File: src/rtl/bnn_dot_engine.sv
// Streaming XNOR-popcount dot-product engine for packed +/-1 operands.
// Accumulates ms word pairs per operation and returns the signed dot product or a threshold bit.
module bnn_dot_engine #(
  parameter int XLEN   = 32,
  parameter int MAX_MS = 16,
  parameter int ACC_W  = $clog2(MAX_MS*XLEN+1)
) (
  input  logic            clk,
  input  logic            reset,
  input  logic            cfg_ms_we,
  input  logic            cfg_at_we,
  input  logic [XLEN-1:0] cfg_data,
  output logic            cfg_err,
  input  logic            in_valid,
  output logic            in_ready,
  input  logic [XLEN-1:0] in_a,
  input  logic [XLEN-1:0] in_b,
  input  logic            in_thresh,
  output logic            out_valid,
  input  logic            out_ready,
  output logic [XLEN-1:0] out_result,
  output logic            busy
);

  // state | meaning
  // IDLE  | waiting for the first beat; config writes honoured
  // ACCUM | accumulating beats until cnt reaches the latched ms
  // DONE  | result held on out_result until out_ready
  typedef enum logic [1:0] {IDLE, ACCUM, DONE} state_t;

  localparam int CNT_W = $clog2(MAX_MS+1);
  localparam int CMP_W = (XLEN > ACC_W+2) ? XLEN : ACC_W+2;

  state_t            state_q, state_d;
  logic [CNT_W-1:0]  ms_q, ms_d, op_ms_q, op_ms_d, cnt_q, cnt_d;
  logic [XLEN-1:0]   thr_q, thr_d, op_thr_q, op_thr_d, res_q, res_d;
  logic [ACC_W-1:0]  acc_q, acc_d;
  logic              mode_q, mode_d, cfg_err_q, cfg_err_d;

  logic [XLEN-1:0]       xn, thr_use, dot_x, result_val;
  logic [ACC_W-1:0]      pc, acc_fin, ms_x;
  logic [CNT_W-1:0]      ms_use, cnt_inc;
  logic                  beat, mode_use;
  logic signed [ACC_W+1:0] dot_w;
  logic signed [CMP_W-1:0] dot_c, thr_c;

  always_comb begin
    state_d   = state_q;
    ms_d      = ms_q;
    thr_d     = thr_q;
    op_ms_d   = op_ms_q;
    op_thr_d  = op_thr_q;
    acc_d     = acc_q;
    cnt_d     = cnt_q;
    mode_d    = mode_q;
    res_d     = res_q;
    cfg_err_d = 1'b0;

    xn = ~(in_a ^ in_b);
    pc = '0;
    for (int i = 0; i < XLEN; i++) pc = pc + ACC_W'(xn[i]);

    beat    = in_valid && (state_q != DONE);
    cnt_inc = cnt_q + CNT_W'(1);

    // A first beat in IDLE must see the pre-write ms/thr, so use the live regs there
    ms_use   = (state_q == IDLE) ? ms_q : op_ms_q;
    thr_use  = (state_q == IDLE) ? thr_q : op_thr_q;
    mode_use = (state_q == IDLE) ? in_thresh : mode_q;
    acc_fin  = (state_q == IDLE) ? pc : acc_q + pc;

    ms_x  = ACC_W'(ms_use) << $clog2(XLEN);
    dot_w = $signed({1'b0, acc_fin, 1'b0}) - $signed({2'b00, ms_x});
    dot_x = XLEN'(dot_w);
    dot_c = CMP_W'(dot_w);
    thr_c = CMP_W'($signed(thr_use));
    result_val = mode_use ? {{(XLEN-1){1'b0}}, (dot_c >= thr_c)} : dot_x;

    if (state_q == IDLE) begin
      if (cfg_ms_we) begin
        if (cfg_data == '0)                ms_d = CNT_W'(1);
        else if (cfg_data > XLEN'(MAX_MS)) ms_d = CNT_W'(MAX_MS);
        else                               ms_d = CNT_W'(cfg_data);
      end
      if (cfg_at_we) thr_d = cfg_data;
    end else begin
      cfg_err_d = cfg_ms_we || cfg_at_we;
    end

    case (state_q)
      IDLE: begin
        if (beat) begin
          acc_d    = pc;
          cnt_d    = CNT_W'(1);
          mode_d   = in_thresh;
          op_ms_d  = ms_q;
          op_thr_d = thr_q;
          if (ms_q == CNT_W'(1)) begin
            state_d = DONE;
            res_d   = result_val;
          end else begin
            state_d = ACCUM;
          end
        end
      end
      ACCUM: begin
        if (beat) begin
          acc_d = acc_fin;
          cnt_d = cnt_inc;
          if (cnt_inc == op_ms_q) begin
            state_d = DONE;
            res_d   = result_val;
          end
        end
      end
      DONE: begin
        if (out_ready) state_d = IDLE;
      end
      default: state_d = IDLE;
    endcase
  end

  always_ff @(posedge clk) begin
    if (reset) begin
      state_q   <= IDLE;
      ms_q      <= CNT_W'(1);
      thr_q     <= '0;
      op_ms_q   <= CNT_W'(1);
      op_thr_q  <= '0;
      acc_q     <= '0;
      cnt_q     <= '0;
      mode_q    <= 1'b0;
      res_q     <= '0;
      cfg_err_q <= 1'b0;
    end else begin
      state_q   <= state_d;
      ms_q      <= ms_d;
      thr_q     <= thr_d;
      op_ms_q   <= op_ms_d;
      op_thr_q  <= op_thr_d;
      acc_q     <= acc_d;
      cnt_q     <= cnt_d;
      mode_q    <= mode_d;
      res_q     <= res_d;
      cfg_err_q <= cfg_err_d;
    end
  end

  assign in_ready   = (state_q != DONE);
  assign out_valid  = (state_q == DONE);
  assign busy       = (state_q != IDLE);
  assign out_result = res_q;
  assign cfg_err    = cfg_err_q;

endmodule

File: config.mk
export PLATFORM = sky130hd
export DESIGN_NAME = bnn_dot_engine
export DESIGN_NICKNAME = d
export VERILOG_FILES = /design/src/rtl/bnn_dot_engine.sv
export SDC_FILE = /design/constraint.sdc
export NUM_CORES = 1
export LEC_CHECK = 0
export ABC_AREA = 1
export ABC_CLOCK_PERIOD_IN_PS = 10110
export CORE_MARGIN = 2
export CORE_UTILIZATION = 47
export CTS_CLUSTER_DIAMETER = 200
export DETAILED_ROUTE_END_ITERATION = 6
export PLACE_DENSITY = 0.86
export SYNTH_ARGS = -nofsm -noshare
export SYNTH_HDL_FRONTEND = slang
export SYNTH_SLANG_ARGS = --single-unit
File: constraint.sdc
create_clock -name clk -period 10.11 [get_ports clk]
set_input_delay 2.022 -clock clk [delete_from_list [all_inputs] [get_ports clk]]
set_output_delay 2.022 -clock clk [all_outputs]
set_load 0.02 [all_outputs]
==> impl_metrics.py <==
metrics = {
    "clock_network": {
        "cts_buffers": 9,
        "htreeDepth": 3,
        "ctsHoldBuffers": 0,
        "cts.sinks": 105,
        "clk_pin_slew_ns": 0.07,
        "clock_latency_ns": 0.36,
        "cts_root_buf": "clkbuf_16",
        "cts_buffer_depth": 2,
        "tritoncts": "yes",
    },
    "synth": {
        "synth-xor-area-share": 0.0587,
        "synth_fp_nets": 1103,
        "yosys_register_bits": 105,
        "synth_top_area_frac": 0.306,
        "synth.yosys.seq_area_share": 0.306,
        "synth_area_leaders": "dfxtp_1 31%, o21ai_0 8.2%, nand2_1 7.9%, fa_1 7.6%, ha_1 6.7%",
        "synthMuxAreaShare": 0.00492,
        "synth_simple_gate_area_frac": 0.197,
        "synth_compound_area_frac": 0.179,
        "synth_common_cells": "144 x nand2_1, 113 x inv_1, 112 x o21ai_0",
        "synth_cell_types": 45,
        "yosys_most_used_dff": "dfxtp_1",
        "ys.warnings.count": 0,
        "synth_edf_count": 0,
        "synth.most_common_cell": "nand2_1",
        "async_reset_ff_frac": 0,
        "yosysTopAreaCell": "dfxtp_1",
        "synth_fa_ha_area_frac": 0.143,
        "synth_top_family_by_area": "simple AND/OR/NAND/NOR gates",
        "syn_inst": 937,
        "syn-mean-instance-area_sq_um": 7.33,
        "syn_area_sq_mm": 0.00687,
    },
    "critical_path": {
        "worstSetupStartpointType": "primary input",
        "cp_slowest_stage_delay_ns": 0.57,
        "rr_startpoint": "acc_q[0]",
        "cp.arrival_ns": 10.09,
        "crit_type": "primary input to flip-flop",
        "r2r_end": "out_result[0]",
        "cp.required_ns": 10.33,
        "r2r_setup_slack_ns": 5.72,
        "cp_max_fo": 8,
        "worst_r2r_path_depth": 29,
        "critPathCaptureType": "flip-flop",
        "critical-path-slowest-cell": "fa_1",
    },
    "placed_design": {
        "placed_cell_area_sq_mm": 0.00833,
        "io_buffers": 138,
        "dpl.hpwl_um": 12600,
        "finalWeightedCongestion": 0.867,
    },
    "worst_hold_path": {
        "min_path_type": "flip-flop to flip-flop",
        "hold_end": "op_thr_q[5]",
        "holdPathStages": 2,
        "hp-start": "op_thr_q[5]",
    },
    "finish": {
        "drive_gt1_frac": 0.109,
        "n_antenna_cell": 0,
        "multi_input_area_sq_mm": 0.00423,
        "syn2layout_area_growth_pct": 30.4,
        "fin_area_sq_mm": 0.00896,
        "fillers": 1224,
        "ff_latch_area_sq_mm": 0.00210,
        "nets": 1226,
    },
    "routing": {
        "wl_per_cell_um": 13.9,
        "via_per_inst": 5.23,
        "drt_wl_total_um": 17400,
        "antenna_left": 0,
        "vias": 6531,
        "drc_errors": 0,
        "dr.pass1.iters": 6,
        "drt_iter0_drc": 481,
    },
    "global_routing": {
        "grt-ovfl-total": 0,
        "grt_pass1_wl_um": 27900,
        "grt_max_degree": 60,
        "grt_pass1_vias": 6072,
        "antenna_found_initial": 0,
        "track_usage": 0.215,
    },
    "timing": {
        "max_slew_margin": 0.346,
        "setup_viol_count_final": 0,
        "period_needed_ns": 9.87,
        "finClkSkew_ns": 0.00727,
        "fmax_mhz": 101,
        "worst_pin_slew_ns": 0.980,
        "period_share": 0.976,
        "drv_slew": 0,
        "hold_viol_final": 0,
    },
    "status": {
        "status": "finished, final reports clean",
    },
    "floorplanning": {
        "rows": 44,
        "die_w_um": 125,
        "dieArea_sq_mm": 0.0156,
        "ios": 139,
        "core_sq_mm": 0.0144,
        "start_util": 0.476,
        "die_height_um": 125,
    },
    "run": {
        "maxCapViolCount": 0,
    },
}
==> area by class of cell <==
cell class / count / area share
well taps: 184 / 0.0257
flip-flops and latches: 105 / 0.235
clock buffers: 12 / 0.0275
inverters: 116 / 0.0492
clock inverters: 4 / 0.00656
multi-input cells: 657 / 0.472
repair buffers: 171 / 0.185
==> cells by family (layout without fill, tap and decap cells) <==
kind of cell	after synthesis	in the layout
and+or+nand+nor	318	318
muxes	3	3
AOI/OAI and AO/OA	227	227
buffers and inverters	175	303
DFF	105	105
adders and majority gates	63	63
xor gates and xnor gates	46	46
==> per-stage QoR <==
| stage | instances | hold WS, ns | util | setup slack [ns] | TNS [ns] |
|---|---|---|---|---|---|
| CTS | 1240 | 0.454 | 0.598 | 0.0249 | 0 |
| global placement | 1224 | 0.434 | 0.577 | -0.201 | -0.201 |
| global route | 1249 | 0.477 | 0.621 | -0.187 | -0.187 |
| detailed placement | 1224 | 0.444 | 0.577 | -0.445 | -0.445 |
| floorplan | 937 | 0.425 | - | 0.444 | 0 |
| finish | 1249 | 0.455 | 0.621 | 0.243 | 0 |
==> worst max path at each step <==
stage | startpoint | endpoint | slack, ns
2_1_floorplan | in_a[0] | out_result[0] | 0.44
3_3_place_gp | in_a[0] | out_result[0] | -0.20
3_5_place_dp | in_a[0] | out_result[0] | -0.44
4_1_cts | in_a[0] | out_result[0] | 0.02
5_1_grt | in_b[7] | out_result[0] | -0.19
6_report | in_b[7] | out_result[0] | 0.24
==> cells in the final DEF (no fill, tap or decap), types with 3 or more instances in the layout <==
cell,instances
dlymetal6s2s_1,10
nor4_1,6
o21ai_0,108
inv_1,108
fa_2,5
o21bai_1,3
nand4_1,6
or2_2,5
nor2_2,5
xnor2_2,5
ha_1,29
or2_1,3
o21ai_2,5
o21ai_1,5
xor2_1,25
inv_2,5
ha_4,6
a21oi_1,75
xor2_2,5
xnor2_1,11
clkbuf_16,9
dfxtp_1,105
a21oi_2,9
nor2_1,98
nand2_1,143
nor3_1,10
a211oi_1,7
nand2_2,6
clkdlybuf4s50_1,128
buf_4,33
nand3_1,28
fa_1,21
==> routing by layer <==
metal	vias up	wire length [um]	track usage
li1	3269	-	-
met1	2976	7740	0.292
met2	247	8130	0.352
met3	39	1160	0.0404
met4	0	352	0.0562
met5	-	0	0
==> repair_timing <==
| action | in CTS | in global routing |
|---|---|---|
| setup endpoints to repair | 1 | 1 |
| resized for setup | 1 | 61 |
| buffers inserted | 0 | 9 |
| pin swaps | 0 | 34 |
==> critical path: cells and delay by family <==
kind            cells  cell delay [ns]
compound gates      5             0.50
xor+xnor            3             0.58
fa+ha+maj          12             4.49
buf+inv             7             0.91
simple gates       14             1.60
==> flip-flops by register name, summed over array words and instances (netlist names) <==
name,flops
acc_q,10
cfg_err,1
cnt_q,5
mode_q,1
ms_q,5
op_ms_q,5
op_thr_q,32
out_result,12
state_q,2
thr_q,32
Power is left out: the tool's default activity adds up to more than one toggle a clock period on the data nets, which glitch-free logic cannot reach.
